**src/rtl/s_axis_mm2s_pkg.sv**
```systemverilog
// Shared AXIS DMA definitions: FSM state encodings, default packet length and
// the clogb2 sizing helper. The MM2S receiver and the S2MM transmitter both use it.
package s_axis_mm2s_pkg;

  typedef enum logic [1:0] {
    IDLE         = 2'b00,
    INIT_COUNTER = 2'b01,
    RECV_STREAM  = 2'b10
  } state_t;

  localparam int DEFAULT_PKT_WORDS = 1024;

  // Number of address bits needed to index 'value' entries (ceil(log2(value))).
  function automatic int clogb2(input int value);
    int v;
    int r;
    v = value - 32'sd1;
    r = 32'sd0;
    for (int i = 0; i < 32; i++) begin
      if (v > 32'sd0) begin
        r = r + 32'sd1;
        v = v >>> 1;
      end else begin
        r = r;
      end
    end
    return r;
  endfunction

endpackage

```
**src/rtl/s_axis_mm2s.sv**
```systemverilog
// AXI4-Stream slave receiving fixed-length DMA MM2S packets into a FIFO write port,
// with byte masking by TSTRB, packet counting and sticky framing-error flags.
module s_axis_mm2s
  import s_axis_mm2s_pkg::*;
#(
  parameter int C_S_AXIS_TDATA_WIDTH = 32,
  parameter int C_S_START_COUNT      = 32,
  parameter int C_PKT_WORDS          = DEFAULT_PKT_WORDS
) (
  input  logic                              S_AXIS_ACLK,
  input  logic                              S_AXIS_ARESET,
  input  logic                              S_AXIS_TVALID,
  input  logic [C_S_AXIS_TDATA_WIDTH-1:0]   S_AXIS_TDATA,
  input  logic [C_S_AXIS_TDATA_WIDTH/8-1:0] S_AXIS_TSTRB,
  input  logic                              S_AXIS_TLAST,
  output logic                              S_AXIS_TREADY,
  input  logic                              ENABLE,
  input  logic                              FIFO_ALMOST_FULL,
  output logic                              FIFO_WR_EN,
  output logic [C_S_AXIS_TDATA_WIDTH-1:0]   FIFO_DATA,
  input  logic                              ERR_CLR,
  output logic                              PKT_DONE,
  output logic [31:0]                       PKT_COUNT,
  output logic                              ERR_EARLY_LAST,
  output logic                              ERR_MISSING_LAST
);

  localparam int NB = C_S_AXIS_TDATA_WIDTH / 8;
  localparam int CW = (clogb2(C_PKT_WORDS) < 1) ? 1 : clogb2(C_PKT_WORDS);
  localparam int WW = (clogb2(C_S_START_COUNT + 1) < 1) ? 1 : clogb2(C_S_START_COUNT + 1);
  localparam logic [CW-1:0] LAST_IDX   = CW'(C_PKT_WORDS - 1);
  localparam logic [WW-1:0] START_LAST = WW'(C_S_START_COUNT - 1);

  state_t                            state_r;
  state_t                            state_s;
  logic [WW-1:0]                     wait_cnt_r;
  logic [CW-1:0]                     word_cnt_r;
  logic                              accept_s;
  logic                              last_word_s;
  logic                              done_s;
  logic                              early_set_s;
  logic                              missing_set_s;
  logic [C_S_AXIS_TDATA_WIDTH-1:0]   masked_s;

  assign S_AXIS_TREADY = (state_r == RECV_STREAM) && !FIFO_ALMOST_FULL;
  assign accept_s      = S_AXIS_TVALID && S_AXIS_TREADY;
  assign last_word_s   = (word_cnt_r == LAST_IDX);
  assign done_s        = accept_s && S_AXIS_TLAST && last_word_s;
  assign early_set_s   = accept_s && S_AXIS_TLAST && !last_word_s;
  assign missing_set_s = accept_s && !S_AXIS_TLAST && last_word_s;

  // Zero every byte lane whose strobe is low.
  always_comb begin
    masked_s = {C_S_AXIS_TDATA_WIDTH{1'b0}};
    for (int b = 0; b < NB; b++) begin
      if (S_AXIS_TSTRB[b]) begin
        masked_s[8*b +: 8] = S_AXIS_TDATA[8*b +: 8];
      end else begin
        masked_s[8*b +: 8] = 8'h00;
      end
    end
  end

  // Next-state logic; leaving RECV_STREAM waits for a packet boundary with no beat in flight.
  always_comb begin
    state_s = state_r;
    case (state_r)
      IDLE: begin
        if (ENABLE) state_s = INIT_COUNTER;
        else        state_s = IDLE;
      end
      INIT_COUNTER: begin
        if (wait_cnt_r == START_LAST) state_s = RECV_STREAM;
        else                          state_s = INIT_COUNTER;
      end
      RECV_STREAM: begin
        if (!ENABLE && (word_cnt_r == {CW{1'b0}}) && !accept_s) state_s = IDLE;
        else                                                    state_s = RECV_STREAM;
      end
      default: state_s = IDLE;
    endcase
  end

  // State register and startup wait counter (held at zero outside INIT_COUNTER).
  always_ff @(posedge S_AXIS_ACLK or posedge S_AXIS_ARESET) begin
    if (S_AXIS_ARESET) begin
      state_r    <= IDLE;
      wait_cnt_r <= {WW{1'b0}};
    end else begin
      state_r <= state_s;
      if (state_r == INIT_COUNTER) wait_cnt_r <= wait_cnt_r + WW'(1);
      else                         wait_cnt_r <= {WW{1'b0}};
    end
  end

  // FIFO write port, word index and packet completion.
  always_ff @(posedge S_AXIS_ACLK or posedge S_AXIS_ARESET) begin
    if (S_AXIS_ARESET) begin
      FIFO_WR_EN <= 1'b0;
      FIFO_DATA  <= {C_S_AXIS_TDATA_WIDTH{1'b0}};
      word_cnt_r <= {CW{1'b0}};
      PKT_DONE   <= 1'b0;
      PKT_COUNT  <= 32'd0;
    end else begin
      FIFO_WR_EN <= accept_s;
      PKT_DONE   <= done_s;
      if (accept_s) begin
        FIFO_DATA <= masked_s;
        if (S_AXIS_TLAST || last_word_s) word_cnt_r <= {CW{1'b0}};
        else                             word_cnt_r <= word_cnt_r + CW'(1);
      end else begin
        FIFO_DATA  <= FIFO_DATA;
        word_cnt_r <= word_cnt_r;
      end
      if (done_s) PKT_COUNT <= PKT_COUNT + 32'd1;
      else        PKT_COUNT <= PKT_COUNT;
    end
  end

  // Sticky framing errors; a new error wins over a simultaneous clear.
  always_ff @(posedge S_AXIS_ACLK or posedge S_AXIS_ARESET) begin
    if (S_AXIS_ARESET) begin
      ERR_EARLY_LAST   <= 1'b0;
      ERR_MISSING_LAST <= 1'b0;
    end else begin
      if (early_set_s)  ERR_EARLY_LAST <= 1'b1;
      else if (ERR_CLR) ERR_EARLY_LAST <= 1'b0;
      else              ERR_EARLY_LAST <= ERR_EARLY_LAST;
      if (missing_set_s) ERR_MISSING_LAST <= 1'b1;
      else if (ERR_CLR)  ERR_MISSING_LAST <= 1'b0;
      else               ERR_MISSING_LAST <= ERR_MISSING_LAST;
    end
  end

endmodule

```
**config.mk**
```make
export PLATFORM = sky130hd
export DESIGN_NAME = s_axis_mm2s
export DESIGN_NICKNAME = d
export VERILOG_FILES = /design/src/rtl/s_axis_mm2s_pkg.sv /design/src/rtl/s_axis_mm2s.sv
export SDC_FILE = /design/constraint.sdc
export NUM_CORES = 1
export LEC_CHECK = 0
export BUFFER_PORTS_ARGS = -buffer_cell sky130_fd_sc_hd__buf_2
export CAP_MARGIN = 10
export CORE_MARGIN = 2
export CORE_UTILIZATION = 53
export CTS_BUF_LIST = sky130_fd_sc_hd__clkbuf_4
export DETAILED_ROUTE_END_ITERATION = 10
export PLACE_DENSITY_LB_ADDON = 0.3
export SYNTH_ARGS = -nofsm -noshare
export SYNTH_HDL_FRONTEND = slang
export SYNTH_SLANG_ARGS = --single-unit
```
**constraint.sdc**
```tcl
create_clock -name S_AXIS_ACLK -period 2.8 [get_ports S_AXIS_ACLK]
set_input_delay 0.28 -clock S_AXIS_ACLK [delete_from_list [all_inputs] [get_ports S_AXIS_ACLK]]
set_output_delay 0.28 -clock S_AXIS_ACLK [all_outputs]
set_load 0.01 [all_outputs]
```
# Word-level counts from Yosys, hierarchy flattened
# Cells that the tools add are included.
# op_classes
n_addsub,3
n_eq_ne,4
mux,13
n_reduce_logical,19
# ops
op,n
$add A32 B1 Y32 const B,1
$mux W8,4
$add A10 B1 Y10 const B,1
$eq A10 B10 Y1 const B,1
$logic_not A10 Y1,1
$mux W10,1
$logic_and A1 B1 Y1,9
$add A6 B1 Y6 const B,1
$eq A6 B5 Y1 const B,1
$mux W6,1
$pmux W2 S3,1
$logic_not A1 Y1,5
$mux W1,4
$mux W2,2
$reduce_bool A2 Y1,2
$eq A2 B1 Y1 const B,1
$eq A2 B2 Y1 const B,1
$logic_not A2 Y1,1
$logic_or A1 B1 Y1,1
# word_totals
register_bits,86
input_bits,43
out_inout_bits,69
word_cells,48

# Longest topological paths before layout
# depth
depth_word,7
depth_mapped,7
ltp_nobuf,6

# Worst setup path after synthesis
# Ideal clock, no wire load.
# synth_timing
path_kind,register to register
from,register word_cnt_r[0]
to,register PKT_COUNT[20]
setup_ns,0.125
arrival_time_ns,1.861
required_ns,2.675
path_slack_ns,0.813
stages_incl_launch_ff,7
path_buffers,0
synth_period_minus_slack_ns,1.987
path_cell_list,dfrtp_1 > ha_1 > nand4_1 > or3_4 > nor4_4 > nand4_1 > xnor2_1
# synth_via
elab_chain_cells,2
# synth_rtl
item,line,text
"start, declared",s_axis_mm2s.sv:37,logic [CW-1:0] word_cnt_r;
"start signal, assigned",s_axis_mm2s.sv:101,word_cnt_r <= {CW{1'b0}};
"start signal, assigned",s_axis_mm2s.sv:109,if (S_AXIS_TLAST || last_word_s) word_cnt_r <= {CW{1'b0}};
"start signal, assigned",s_axis_mm2s.sv:110,else word_cnt_r <= word_cnt_r + CW'(1);
$eq A10 B10 Y1,s_axis_mm2s.sv:47,assign last_word_s = (word_cnt_r == LAST_IDX);
$logic_and A1 B1 Y1,s_axis_mm2s.sv:48,assign done_s = accept_s && S_AXIS_TLAST && last_word_s;
"end signal, assigned",s_axis_mm2s.sv:115,if (done_s) PKT_COUNT <= PKT_COUNT + 32'd1;
"end, declared",s_axis_mm2s.sv:23,"output logic [31:0] PKT_COUNT,"
# Every way passes these cells.
# A chain may end at the register's enable or synchronous reset.

# Worst setup path after layout
# layout_timing
from,register word_cnt_r[0]
to,register PKT_COUNT[27]
# The elaborated chain is that of the path after synthesis.

==> summary.txt <==
Route
  – Mean number of vias per cell: 5.15
  – Initial DRC Count: 141
  – Via count: 3023
  – DRT Pass-1 Iters: 4
  – DRC Markers: 0
  – Routed WL per cell: 13.6 µm
  – Routed wire length: 8000 µm
  – Post-DRT Antenna Nets: 0

GRT
  – Largest net degree at the start of global routing: 43
  – Vias in the first global route: 2863
  – Grt total ovfl: 0
  – Initial antenna violation count: 0
  – Total track usage: 0.214
  – First-pass GRT wire length: 12900 µm

Critical path
  – Critical path fanouts, max: 8
  – Critical-path cell list: ha_1, nand4_1, nor4_1, and3_1, nand4_1, xnor2_1
  – CP Launch Type: flip-flop
  – Worst path slowest cell: nor4_1
  – Most used cell, CP: nand4_1
  – Worst Path Required: ~3100 ps
  – Worst R2R Path Depth: 6
  – Reg2Reg Setup Slack: 410 ps
  – WS Path Type: reg -> reg
  – Arr. time, crit path: approximately 2700 ps
  – Crit-path max cell delay: 600 ps
  – Worst Setup End Kind: flip-flop

Cells and area
  – Layout cells sized above 1: 0.279
  – ANT cells: 0
  – Post-layout util: 0.671
  – Most common cell after layout, fill and taps aside: buf_2
  – Finished Cell Area: 4580 µm²
  – Layout Cells excl Fill: 587
  – Synthesis-to-layout area growth: 22.4%
  – Most frequent cells in the layout: buf_2, dfrtp_1, nand2_1
  – Final Net Count: 533

Timing
  – Fin. max-slew vios: 0
  – Peak Freq: 418 MHz
  – Least-Margin Pin Slew: 734 ps
  – Setup violators final: 0
  – Hold_ws: ~48 ps
  – Fin crit share: 0.854
  – Slew HR: 0.510
  – Final Skew: 19.5 ps
  – Unrepaired setup endpoints after global routing: no
  – Final Hold Vio Count: 0
  – Setup TNS: 0 ps
  – Tmin final: 2390 ps

Clocking
  – Clock buffer count from CTS: 9
  – Worst-path clk slew: 140 ps
  – Bufs on Longest Clock Path: 2
  – # resized after CTS: 0
  – # hold bufs at CTS: 1
  – Root Buffer: clkbuf_4
  – Clk Latency, worst-skew pair: about 430 ps
  – CTS tree: yes
  – CTS sink cnt: 86
  – Setup bufs post-CTS: 0
  – Depth of the CTS H-tree: 3

Place
  – IO Port Bufs: 111
  – DP Area: 4390 µm²
  – Dpl cells: 570
  – Placer Congestion: ~0.86
  – Dpl hpwl: 5680 µm

Flow run
  – Max cap viols: 0

Synthesis
  – Synth Flop Type: dfrtp_1
  – Synth Instances: 376
  – Ys async rst share: 1.00
  – Seq/Total Area, Yosys: 0.575
  – #FFs+latches synth: 86
  – Cell area after synthesis: 3740 µm²
  – Synth unique cells: 32
  – Syn nets: 423
  – Synth Warn #: 0
  – Syn Area/Cell: approximately 10 µm²
  – EDFF count, synth: 0

Floorplanning
  – Rows: 30
  – Floorplan Core Area: between 6000 and 7000 µm²
  – Num ports: around 110
  – Initial core utilization: 0.548
  – Die ar.: 7750 µm²
  – Die W: 88.1 µm
  – Die height: 88.1 µm

Min path
  – Hold crit path type: in -> reg
  – Hold Crit Depth: 2

Power and ir drop
  – Pleak: between 2 and 3 nW
  – Pwr/cell area: 554 nW/µm²
  – IR drop worst, VDD: 338 µV

Run status
  – Status: finished, final reports clean
==> cells in the mapped netlist (all sizes together), types with 2 or more instances <==
library cell / number / area, µm²
and2: 2 / 12.5
and3: 7 / 43.8
and4: 3 / 26.3
buf: 3 / 12.5
clkbuf: 14 / 52.6
dfrtp: 86 / 2150
ha: 4 / 50.1
inv: 10 / 37.5
nand2: 82 / 308
nand2b: 2 / 12.5
nand3: 48 / 240
nand4: 17 / 121
nor2: 26 / 97.6
nor3: 7 / 35.0
nor3b: 2 / 15.0
nor4: 5 / 46.3
o21ai: 5 / 25.0
o22ai: 2 / 12.5
xnor2: 30 / 263
xor2: 12 / 105
==> layer usage <==
metal | track usage | up-vias | share of wire | wire, µm
met1 | 0.275 | 1439 | 0.44 | 3510
met4 | 0.105 | 0 | 0.019 | 151
met2 | 0.348 | 93 | 0.49 | 3890
met5 | 0 | - | 0 | 0
met3 | 0.0424 | 16 | 0.056 | 452
li1 | - | 1475 | - | -
==> layout make-up <==
cell class	count	area, µm²
clock buffer	10	75.1
multi-input combinational	263	1490
sequential	86	2150
timing repair buffer	116	596
clock inverter	6	110
fill	565	2250
tap	96	120
inverter	10	38.8
==> cell families after synthesis <==
logic type                 count (synthesis)  share of synthesized area
and+or+nand+nor                          207                      0.270
DFF                                       86                      0.575
xor gates and xnor gates                  42                     0.0982
buffers and inverters                     27                     0.0274
AOI/OAI and AO/OA                          9                     0.0134
adders and majority gates                  4                     0.0134
muxes                                      1                    0.00301
==> worst max-delay path: cells and delay by family, from the launching register on <==
family / cells / cell delay, ps
and+or+nand+nor: 4 / 1430
adders and majority gates: 1 / 270
xor gates and xnor gates: 1 / 170
DFF: 1 / 430
==> per-stage QoR <==
step           setup WS [ps]  power, mW
2_1_floorplan            298       1.58
3_3_place_gp             588       1.67
3_5_place_dp             468       1.69
4_1_cts                  416       2.56
5_1_grt                  165       2.66
6_report                 408       2.54
==> where the power goes <==
group | total, mW | internal (mW) | switching (mW)
sequential | 1.39 | 1.33 | 0.0635
combinational | 0.269 | 0.119 | 0.150
clock | 0.879 | 0.461 | 0.418
==> registers in the layout, indices dropped and copies added, names as in the netlist <==
name and cells:
ERR_EARLY_LAST 1, PKT_COUNT 32, FIFO_WR_EN 1, FIFO_DATA 32, PKT_DONE 1, state_r 2, ERR_MISSING_LAST 1, word_cnt_r 10
wait_cnt_r 6
==> worst paths after layout <==
kind                                              endpoint                       from
worst min-delay path            ERR_EARLY_LAST$_DFFE_PP0P_                    ERR_CLR
min in group asynchronous        FIFO_DATA[16]$_DFFE_PP0P_              S_AXIS_ARESET
worst min register to register     wait_cnt_r[0]$_DFF_PP0_    wait_cnt_r[0]$_DFF_PP0_
max in group asynchronous             state_r[1]$_DFF_PP0_              S_AXIS_ARESET
worst max-delay path             PKT_COUNT[27]$_DFFE_PP0P_  word_cnt_r[0]$_DFFE_PP0P_
worst max register to register   PKT_COUNT[27]$_DFFE_PP0P_  word_cnt_r[0]$_DFFE_PP0P_
No activity file was read; power rests on OpenSTA's default activity.
